**config.mk**
```make
export PLATFORM = sky130hd
export DESIGN_NAME = frog_hop_keycode_gen
export DESIGN_NICKNAME = d
export VERILOG_FILES = /design/src/rtl/frog_hop_keycode_gen.sv
export SDC_FILE = /design/constraint.sdc
export NUM_CORES = 1
export LEC_CHECK = 0
export ABC_AREA = 1
export CAP_MARGIN = 20
export CORE_ASPECT_RATIO = 0.6
export CORE_MARGIN = 1.5
export CORE_UTILIZATION = 55
export DETAILED_ROUTE_END_ITERATION = 10
export PLACE_DENSITY = 0.82
export SLEW_MARGIN = 25
export SYNTH_ARGS = -nofsm -noshare
export SYNTH_HDL_FRONTEND = slang
export SYNTH_SLANG_ARGS = --single-unit
export TNS_END_PERCENT = 100
```
**constraint.sdc**
```tcl
create_clock -name frame_clk -period 3.8 [get_ports frame_clk]
set_input_delay 0.38 -clock frame_clk [delete_from_list [all_inputs] [get_ports frame_clk]]
set_output_delay 0.38 -clock frame_clk [all_outputs]
set_load 0.02 [all_outputs]
```
**src/rtl/frog_hop_keycode_gen.sv**
```systemverilog
// rtl/frog_hop_keycode_gen.sv - turns raw WASD keycodes into fixed-length, one-per-press hops
// Each accepted press drives its direction for HOP_FRAMES frames, then forces a stop until the key changes.

module frog_hop_keycode_gen #(
   parameter int HOP_FRAMES      = 4,
   parameter int COOLDOWN_FRAMES = 2
) (
   input  logic        Reset,
   input  logic        frame_clk,
   input  logic        enable,
   input  logic [15:0] raw_keycode,
   output logic [15:0] keycode,
   output logic        hop_active,
   output logic [7:0]  fwd_hops
);

   localparam logic [15:0] KEY_W = 16'h001A;
   localparam logic [15:0] KEY_A = 16'h0004;
   localparam logic [15:0] KEY_S = 16'h0016;
   localparam logic [15:0] KEY_D = 16'h0007;

   localparam logic [7:0] HOP_LAST  = 8'(HOP_FRAMES - 1);
   localparam logic [7:0] COOL_LAST = 8'(COOLDOWN_FRAMES - 1);

   typedef enum logic [1:0] {
      IDLE     = 2'd0,
      HOP      = 2'd1,
      COOL     = 2'd2,
      WAIT_REL = 2'd3
   } state_t;

   state_t      state, state_n;
   logic [15:0] dir, dir_n;
   logic [7:0]  cnt, cnt_n;
   logic [15:0] keycode_n;
   logic [7:0]  fwd_hops_n;
   logic        raw_valid;

   assign raw_valid = (raw_keycode == KEY_W) || (raw_keycode == KEY_A) ||
                      (raw_keycode == KEY_S) || (raw_keycode == KEY_D);

   always_ff @(posedge frame_clk or posedge Reset) begin
      if (Reset) begin
         state    <= IDLE;
         dir      <= 16'h0000;
         cnt      <= 8'd0;
         keycode  <= 16'h0000;
         fwd_hops <= 8'd0;
      end else begin
         state    <= state_n;
         dir      <= dir_n;
         cnt      <= cnt_n;
         keycode  <= keycode_n;
         fwd_hops <= fwd_hops_n;
      end
   end

   // Disable has priority so an aborted hop never reaches the fwd_hops update.
   always_comb begin
      state_n    = state;
      dir_n      = dir;
      cnt_n      = cnt;
      keycode_n  = 16'h0000;
      fwd_hops_n = fwd_hops;
      if (!enable) begin
         state_n = IDLE;
      end else begin
         case (state)
            IDLE: begin
               if (raw_valid) begin
                  dir_n     = raw_keycode;
                  cnt_n     = HOP_LAST;
                  keycode_n = raw_keycode;
                  state_n   = HOP;
               end
            end
            HOP: begin
               if (cnt == 8'd0) begin
                  cnt_n   = COOL_LAST;
                  state_n = COOL;
                  if (dir == KEY_W && fwd_hops != 8'hFF)
                     fwd_hops_n = fwd_hops + 8'd1;
               end else begin
                  cnt_n     = cnt - 8'd1;
                  keycode_n = dir;
               end
            end
            COOL: begin
               if (cnt == 8'd0)
                  state_n = WAIT_REL;
               else
                  cnt_n = cnt - 8'd1;
            end
            WAIT_REL: begin
               // Leaving only on a change suppresses keyboard auto-repeat.
               if (raw_keycode != dir)
                  state_n = IDLE;
            end
            default: state_n = IDLE;
         endcase
      end
   end

   assign hop_active = (state == HOP);

endmodule

```
Yosys cells after proc, flatten, opt, wreduce, memory -nomap -nowiden
Index checks and enable logic that the tools add are counted.

Order comparisons: 0. $mul: 0. Reductions and logical operators: 11. Bitwise gates (word level): 0. Shifts and indexed selects: 0. Div/mod/pow operators: 0. Equality and inequality tests: 16. Muxes and demuxes: 14. Add/sub/neg operators: 2.

Operators by type and width (number): $eq A16 B5 Y1 const B (3); $mux W16 (3); $eq A16 B3 Y1 const B (2); $pmux W16 S2 (1); $mux W8 (3); $pmux W8 S3 (1); $ne A16 B16 Y1 (1); $reduce_and A4 Y1 (3); $mux W2 (5); $ne A3 B3 Y1 const B (3); $add A8 B1 Y8 const B (1); $logic_not A8 Y1 (1); $ne A8 B8 Y1 const B (1); $pmux W2 S4 (1); $sub A8 B1 Y8 const B (1); $eq A2 B2 Y1 const B (2); $ne A2 B2 Y1 const B (2); $logic_or A1 B1 Y1 (3); $ne A3 B2 Y1 const B (1); $reduce_and A3 Y1 (1); $reduce_bool A3 Y1 (1); $eq A2 B1 Y1 const B (1); $logic_not A2 Y1 (1); $logic_and A1 B1 Y1 (1).

Latch bits: 0. RAM bits: 0. Bits in read-only memories: 0. Word-level logic and storage cells: 48. Output and inout bits: 25. Memories kept: 0. Register bits after elaboration: 50. Input bits: 19.

Logic depth before layout (Yosys ltp)
Gate-level depths: netlist of run 1.

Depth after elaboration: 7. Depth in mapped cells: 12. Depth with buffers taken out: 12.

Worst setup path after synthesis of run 1
OpenSTA, ideal clock, no wires.

Path kind: reg2reg. Start point: register state[1]. End point: register fwd_hops[2]. Clock period less this slack: 1779 ps. Arrival: 1699 ps. Library setup time: 80 ps. Buffers on the path: 1. Required time: 3720 ps. Cell stages (with the launch flop): 9. Setup slack: 2021 ps. Cells stage by stage: dfrtp_1 > inv_1 > ha_1 > clkbuf_2 > nand4_1 > nor3_1 > nand3_2 > nor2_2 > xor2_1.

Longest elaborated chain between the ends: 2.

Ends and longest elaborated chain: start: declaration (RTL line 32) `state_t state, state_n;`; start signal: assignment (RTL line 50) `state <= state_n;`; $eq A2 B1 Y1; named net hop_active (RTL line 13) `output logic hop_active,`; $reduce_and A4 Y1 (no line); end signal: assignment (RTL line 54) `fwd_hops <= fwd_hops_n;`; end: declaration (RTL line 14) `output logic [7:0] fwd_hops`.

The timed path passes the listed nets, and every way through them passes these cells. A chain may end at the register's enable or synchronous reset.

Worst setup path in the final report of run 1
Start point: register state[1]. End point: output port hop_active.

Longest elaborated chain between the ends: 1.

Ends and longest elaborated chain: $eq A2 B1 Y1 (RTL line 104) `assign hop_active = (state == HOP);`; end: declaration (RTL line 13).

No other way between the ends.

==> results of run 1 <==
state kept, by name (all words and copies together), names as in the netlist:
register	count
dir	16
keycode	16
cnt	8
fwd_hops	8
state	2
through the flow:
| step | cell area (um2) | std cells | worst slack, ns | hold WS [ns] | util (%) |
|---|---|---|---|---|---|
| floorplan | 2784 | 366 | 2.021 | 0.4361 | - |
| global placement | 3261 | 466 | 1.394 | 0.4526 | 69.27 |
| detailed placement | 3261 | 466 | 1.236 | 0.4520 | 69.27 |
| CTS | 3403 | 474 | 1.499 | 0.4900 | 72.30 |
| global route | 3405 | 474 | 1.403 | 0.5372 | 72.33 |
| finish | 3405 | 474 | 1.487 | 0.4830 | 72.33 |
worst max-delay path by stage:
stage	from	to	depth (start not counted)
2_1_floorplan	state[1]$_DFFE_PP0P_	fwd_hops[2]$_DFFE_PP0P_	8
3_3_place_gp	enable	cnt[7]$_DFFE_PP0P_	7
3_5_place_dp	enable	cnt[5]$_DFFE_PP0P_	7
4_1_cts	state[1]$_DFFE_PP0P_	hop_active	3
5_1_grt	state[1]$_DFFE_PP0P_	hop_active	3
6_report	state[1]$_DFFE_PP0P_	hop_active	3
kinds of logic (layout without fill, tap and decap cells):
logic type | count (synthesis) | in the layout | synth area share (%)
buf+inv | 73 | 118 | 10.20
xor+xnor | 13 | 13 | 4.090
simple gates | 187 | 187 | 30.47
compound gates | 35 | 35 | 6.696
flops | 50 | 50 | 44.94
fa+ha+maj | 8 | 8 | 3.596
placed cells by master (no fill, tap or decap):
cell               n
a21oi_1            9
bufinv_16          2
clkbuf_8           6
clkdlybuf4s50_1   43
clkinv_1           1
clkinv_2           1
dfrtp_1           50
ha_1               8
inv_1             58
inv_2              7
nand2_1          101
nand2_2            1
nand2_4            1
nand3_1           19
nand3_2            2
nand4_1            9
nor2_1            30
nor2_2             3
nor2_4             3
nor3_1            14
nor3_4             2
nor4_1             1
o211ai_1           2
o21ai_0           19
o22ai_1            5
or2_1              1
xnor2_1            2
xor2_1            11
area by class of cell:
class,count,area (um2)
inverters,67,252.7
well taps,63,78.83
repair buffers,43,430.4
fillers,370,1303
clock buffers,6,82.58
multi-input cells,243,1249
clock inverters,2,60.06
flip-flops and latches,50,1251
metal layers:
layer / track usage, % / part of all wire, %
met1: 40.56 / 45
met2: 43.67 / 44
met3: 6.168 / 9.0
met4: 8.529 / 1.5
met5: 0 / 0
worst max-delay path, cell delays in order (launching register included):
cell             delay (ns)
dfrtp_1                0.44
inv_1                  0.12
ha_1                   0.39
clkdlybuf4s50_1        0.67
power by group:
part	leakage, nW	switching [mW]	internal [mW]	total [mW]
sequential	0.660	0.0352	0.581	0.616
combinational	0.990	0.483	0.226	0.709
clock	0.0714	0.178	0.281	0.459
total	1.72	0.697	1.09	1.78
==> metrics.txt, run 1 <==
# TYPE chip_impl_metric gauge
chip_impl_metric{name="initial_core_utilization",unit="%"} 59.14
chip_impl_metric{name="pin_count_of_the_biggest_net_entering_global_routing",unit=""} 51
chip_impl_metric{name="drc",unit=""} 0
chip_impl_metric{name="detail-route-antenna-nets",unit=""} 0
chip_impl_metric{name="worst_clock_skew",unit="ns"} 0.01193
chip_impl_metric{name="critPathRequiredTime",unit="ns"} 3.42
chip_impl_metric{name="timing.reg2reg.setup_slack",unit="ns"} 1.56
chip_impl_metric{name="insertion_delay",unit="ns"} 0.31
chip_impl_metric{name="clock_sink_count",unit=""} 50
chip_impl_metric{name="cap_violations",unit=""} 0
chip_impl_info{name="run_status",value="completed"} 1
chip_impl_metric{name="die_width",unit="um"} 94.85
chip_impl_metric{name="tightestPinTransition",unit="ns"} 0.8379
chip_impl_metric{name="yosysTopAreaCellShare",unit="%"} 44.94
chip_impl_metric{name="wire_per_inst",unit="um"} 14.82
chip_impl_metric{name="fin_crit",unit="ns"} 2.313
chip_impl_metric{name="leakage_power_of_the_design",unit="nW"} 1.722
chip_impl_metric{name="detailedRoute.firstPassIterationCount",unit=""} 5
chip_impl_metric{name="ys.warnings.count",unit=""} 0
chip_impl_metric{name="fp.dieH",unit="um"} 58.11
chip_impl_info{name="synth_largest_area_cell",value="dfrtp_1"} 1
chip_impl_info{name="worstSetupEndpointType",value="primary output"} 1
chip_impl_metric{name="cts_resized",unit=""} 0
chip_impl_info{name="cts_tree",value="built"} 1
chip_impl_metric{name="number_of_enable_flip_flop_cells_after_synthesis",unit=""} 0
chip_impl_metric{name="cts.hold.buffers_added",unit=""} 0
chip_impl_info{name="unrepaired_setup_endpoints_after_global_routing",value="false"} 1
chip_impl_metric{name="grt_pass1_wl",unit="um"} 11660
chip_impl_metric{name="critical_path_peak_fanout",unit=""} 9
chip_impl_metric{name="avgSynthCellArea",unit="um2"} 7.606
chip_impl_metric{name="path_depth_of_the_worst_reg2reg_path",unit=""} 6
chip_impl_info{name="min_path_type",value="flip-flop to flip-flop"} 1
chip_impl_metric{name="boundaryPins",unit=""} 44
chip_impl_metric{name="layout_cell_share_with_drive_strength_beyond_1",unit="%"} 6.813
chip_impl_metric{name="grt_pass1_vias",unit=""} 2467
chip_impl_info{name="r2r-start",value="state[1]$_DFFE_PP0P_"} 1
chip_impl_metric{name="synth_cell_type_count",unit=""} 28
chip_impl_info{name="min_delay_worst_endpoint",value="dir[5]$_DFFE_PP0P_"} 1
chip_impl_info{name="yosys-top-cells-count",value="nand2_1, inv_1, dfrtp_1"} 1
chip_impl_metric{name="synth-seq-cells",unit=""} 50
chip_impl_metric{name="hpwl",unit="um"} 5170
chip_impl_metric{name="synth.yosys.seq_area_share",unit="%"} 44.94
chip_impl_info{name="worst-setup-path-type",value="flip-flop to primary output"} 1
chip_impl_info{name="min_delay_src",value="dir[5]$_DFFE_PP0P_"} 1
chip_impl_metric{name="synthToLayoutAreaGrowth",unit="%"} 22.29
chip_impl_metric{name="mappedNetlistNets",unit=""} 393
chip_impl_metric{name="maxSlewViolCount",unit=""} 0
chip_impl_metric{name="coreArea",unit="um2"} 4707
chip_impl_metric{name="numPortBuffers",unit=""} 43
chip_impl_metric{name="fp-row-count",unit=""} 19
chip_impl_metric{name="max_freq",unit="MHz"} 432.4
chip_impl_metric{name="overall_track_demand_over_capacity_in_global_routing",unit="%"} 28.38
chip_impl_metric{name="final_hold_viol_count",unit=""} 0
chip_impl_metric{name="ir_worst_vdd",unit="mV"} 0.2625
chip_impl_metric{name="floorplan.die_area",unit="um2"} 5512
chip_impl_metric{name="final_min_period_over_clock_period",unit="%"} 60.87
chip_impl_info{name="timing.rr.end",value="keycode[5]$_DFF_PP0_"} 1
chip_impl_metric{name="finalWeightedCongestion",unit=""} 0.9193
chip_impl_metric{name="numCtsBuffers",unit=""} 5
chip_impl_metric{name="layout.nets",unit=""} 437
chip_impl_metric{name="fin_setup_tns",unit="ns"} 0
chip_impl_metric{name="post-layout-total-power",unit="mW"} 1.785
chip_impl_metric{name="power.density_cell_area",unit="nW/um2"} 524.2
chip_impl_metric{name="synth_async_sr_flop_share",unit="%"} 100.0
chip_impl_info{name="clock_tree.root_cell",value="clkbuf_8"} 1
chip_impl_metric{name="global_route.overflow_total",unit=""} 0
chip_impl_metric{name="cts.reportedPaths.clkPinSlew",unit="ns"} 0.10
chip_impl_info{name="yosys.cell_count.top_type",value="nand2_1"} 1
chip_impl_info{name="synthTopCellsByArea",value="dfrtp_1, nand2_1, inv_1"} 1
chip_impl_info{name="setup_crit_start_kind",value="flip-flop"} 1
chip_impl_metric{name="synthesis.area",unit="um2"} 2784
chip_impl_metric{name="clk_path_buf_depth",unit=""} 2
chip_impl_metric{name="antenna_cells_inserted",unit=""} 0
chip_impl_metric{name="cts-htree-levels",unit=""} 2
chip_impl_metric{name="setup_viol_count_final",unit=""} 0
chip_impl_metric{name="wirelength",unit="um"} 7023
chip_impl_metric{name="worst-endpoint-arrival",unit="ns"} 1.93
chip_impl_metric{name="antenna_found_initial",unit=""} 0
chip_impl_metric{name="avgViaCountPerCell",unit=""} 5.511
chip_impl_metric{name="post-cts-setup-buffers",unit=""} 0
chip_impl_metric{name="hold_path_depth",unit=""} 2
chip_impl_metric{name="max_slew_margin",unit="%"} 44.07
chip_impl_metric{name="postSynthCellCount",unit=""} 366
chip_impl_metric{name="detail_route.iter0.violations",unit=""} 262
chip_impl_info{name="ys.flop_type",value="dfrtp_1"} 1
chip_impl_metric{name="routed_via_count",unit=""} 2612
(Power assumes the default switching activity.)
==> run 2: changes to the inputs <==
--- a/config.mk
+++ b/config.mk
@@ -9,9 +9,9 @@
 export CAP_MARGIN = 20
 export CORE_ASPECT_RATIO = 0.6
 export CORE_MARGIN = 1.5
-export CORE_UTILIZATION = 55
+export CORE_UTILIZATION = 54
 export DETAILED_ROUTE_END_ITERATION = 10
-export PLACE_DENSITY = 0.82
+export PLACE_DENSITY = 0.8
 export SLEW_MARGIN = 25
 export SYNTH_ARGS = -nofsm -noshare
 export SYNTH_HDL_FRONTEND = slang
==> constraint.sdc (replaced) <==
create_clock -name frame_clk -period 2.3 [get_ports frame_clk]
set_input_delay 0.23 -clock frame_clk [delete_from_list [all_inputs] [get_ports frame_clk]]
set_output_delay 0.23 -clock frame_clk [all_outputs]
set_load 0.02 [all_outputs]
==> metrics.txt, run 2 (synthesis gave the netlist of run 1 again) <==
# TYPE chip_impl_metric gauge
chip_impl_info{name="run_status",value="completed"} 1
chip_impl_info{name="cts_tree",value="built"} 1
chip_impl_metric{name="grt_pass1_vias",unit=""} 2308
chip_impl_metric{name="die_width",unit="um"} 95.70
chip_impl_info{name="unrepaired_setup_endpoints_after_global_routing",value="false"} 1
chip_impl_metric{name="coreArea",unit="um2"} 4755
chip_impl_metric{name="wirelength",unit="um"} 6557
chip_impl_metric{name="fp.dieH",unit="um"} 58.62
chip_impl_metric{name="ir_worst_vdd",unit="mV"} 0.4928
chip_impl_metric{name="critPathRequiredTime",unit="ns"} 2.07
chip_impl_info{name="min_path_type",value="input pin to asynchronous set/reset pin"} 1
chip_impl_metric{name="max_slew_margin",unit="%"} 67.72
chip_impl_metric{name="cap_violations",unit=""} 0
chip_impl_metric{name="place.detailed.instances",unit=""} 470
chip_impl_metric{name="setup_viol_count_final",unit=""} 0
chip_impl_metric{name="post-layout-total-power",unit="mW"} 2.825
chip_impl_metric{name="path_depth_of_the_worst_reg2reg_path",unit=""} 7
chip_impl_metric{name="drc",unit=""} 0
chip_impl_metric{name="antenna_cells_inserted",unit=""} 0
chip_impl_metric{name="layout.nets",unit=""} 441
chip_impl_metric{name="pin_count_of_the_biggest_net_entering_global_routing",unit=""} 27
chip_impl_metric{name="layout.area.seq",unit="um2"} 1251
chip_impl_metric{name="worst_clock_skew",unit="ns"} 0.007770
chip_impl_metric{name="dpl-instance-area",unit="um2"} 3291
chip_impl_metric{name="fin_hold_ws",unit="ns"} 0.2673
chip_impl_metric{name="max_freq",unit="MHz"} 464.5
chip_impl_metric{name="initial_core_utilization",unit="%"} 58.55
chip_impl_metric{name="final_hold_viol_count",unit=""} 0
chip_impl_metric{name="detailedRoute.firstPassIterationCount",unit=""} 5
chip_impl_info{name="largestRegisters",value="dir: 16 flops, keycode: 16 flops"} 1
chip_impl_metric{name="detail-route-antenna-nets",unit=""} 0
chip_impl_metric{name="final_min_period_over_clock_period",unit="%"} 93.59
chip_impl_metric{name="floorplan.die_area",unit="um2"} 5609
chip_impl_metric{name="layout_cell_share_with_drive_strength_beyond_1",unit="%"} 7.952
chip_impl_info{name="layout.cells.most_common",value="nand2_1"} 1
chip_impl_info{name="worstSetupEndpointType",value="primary output"} 1
chip_impl_metric{name="filler_cell_count",unit=""} 386
chip_impl_metric{name="boundaryPins",unit=""} 44
chip_impl_metric{name="overall_track_demand_over_capacity_in_global_routing",unit="%"} 26.09
chip_impl_info{name="clock_tree.root_cell",value="clkbuf_8"} 1
chip_impl_info{name="most_frequent_cells_in_the_layout",value="nand2_1, inv_1, dfrtp_1"} 1
chip_impl_metric{name="maxSlewViolCount",unit=""} 0
chip_impl_metric{name="multi_input_comb_area",unit="um2"} 1255
chip_impl_metric{name="leakage_power_of_the_design",unit="nW"} 1.727
chip_impl_metric{name="detail_route.iter0.violations",unit=""} 196
chip_impl_metric{name="clk_path_buf_depth",unit=""} 2
chip_impl_metric{name="finalWeightedCongestion",unit=""} 0.9667
chip_impl_metric{name="clock_sink_count",unit=""} 50
chip_impl_metric{name="grt_pass1_wl",unit="um"} 11030
chip_impl_metric{name="cts-htree-levels",unit=""} 2
chip_impl_metric{name="numPortBuffers",unit=""} 43
chip_impl_metric{name="worst-endpoint-arrival",unit="ns"} 1.92
chip_impl_metric{name="power.density_cell_area",unit="nW/um2"} 827.4
chip_impl_metric{name="final_cell_area",unit="um2"} 3415
chip_impl_metric{name="tightestPinTransition",unit="ns"} 0.4805
chip_impl_metric{name="numCtsBuffers",unit=""} 5
chip_impl_metric{name="global_route.overflow_total",unit=""} 0
chip_impl_metric{name="antenna_found_initial",unit=""} 0
chip_impl_metric{name="critical_path_peak_fanout",unit=""} 9
chip_impl_metric{name="fp-row-count",unit=""} 19
chip_impl_metric{name="fin_setup_tns",unit="ns"} 0
chip_impl_info{name="worst-setup-path-type",value="flip-flop to primary output"} 1
chip_impl_metric{name="fin_crit",unit="ns"} 2.153
chip_impl_metric{name="cts.reportedPaths.clkPinSlew",unit="ns"} 0.10
chip_impl_metric{name="hpwl",unit="um"} 5113
chip_impl_metric{name="max_stage_delay",unit="ns"} 0.68
chip_impl_metric{name="synthToLayoutAreaGrowth",unit="%"} 22.65
chip_impl_info{name="setup_crit_start_kind",value="flip-flop"} 1
chip_impl_metric{name="wire_per_inst",unit="um"} 13.72
chip_impl_info{name="crit_chain",value="inv_1 -> ha_1 -> clkdlybuf4s50_1"} 1
chip_impl_info{name="cell_type_of_the_slowest_stage_on_the_worst_timing_path",value="clkdlybuf4s50_1"} 1
chip_impl_metric{name="layout.cells.non_filler",unit=""} 478
chip_impl_metric{name="insertion_delay",unit="ns"} 0.31
chip_impl_metric{name="avgViaCountPerCell",unit=""} 5.220
chip_impl_metric{name="routed_via_count",unit=""} 2495
run 2: per-stage QoR:
stage,worst slack (ns),utilization (%)
finish,0.1474,71.82
global route,0.05655,71.82
detailed placement,0.1553,69.21
global placement,0.2081,69.21
CTS,0.1291,71.68
floorplan,0.5208,-
run 2: critical path: cells and delay by family, from the launching register on:
kind                     cells  cell delay [ns]
buffers and inverters        2             0.80
flip-flops                   1             0.43
adder cells (fa/ha/maj)      1             0.38
run 2: final cells by class:
| type | count | area share [%] |
|---|---|---|
| multi-input combinational | 243 | 36.75 |
| inverter | 67 | 7.365 |
| clock buffer | 5 | 2.015 |
| clock inverter | 3 | 1.429 |
| timing repair buffer | 47 | 13.48 |
| tap | 63 | 2.309 |
| sequential | 50 | 36.64 |
run 2: path summary, 6_finish.rpt:
check	startpoint	to	slack, ns
max	state[1]$_DFFE_PP0P_	hop_active	0.15
min	Reset	cnt[4]$_DFFE_PP0P_	0.27
max reg2reg	state[1]$_DFFE_PP0P_	fwd_hops[2]$_DFFE_PP0P_	0.21
min reg2reg	dir[5]$_DFFE_PP0P_	dir[5]$_DFFE_PP0P_	0.49
max in group asynchronous	Reset	dir[15]$_DFFE_PP0P_	1.76
min in group frame_clk	dir[5]$_DFFE_PP0P_	dir[5]$_DFFE_PP0P_	0.49
run 2: report_power, final:
group	internal, mW	switching (mW)	total, mW
registers	0.959	0.0570	1.02
logic	0.389	0.775	1.16
clock network	0.332	0.313	0.644
run 2: routing by layer:
metal,vias up,track usage [%],part of all wire (%)
met5,-,0,0
met4,0,3.782,0.21
met2,117,37.32,41
met3,2,5.685,8.2
met1,1144,41.30,50
li1,1232,-,-
run 2: timing repair:
| action | 4_1_cts | 5_1_grt |
|---|---|---|
| gates resized for setup | 0 | 1 |
| setup buffers | 0 | 0 |
| hold buffers | 0 | 0 |
| endpoints found under the setup margin | 0 | 3 |
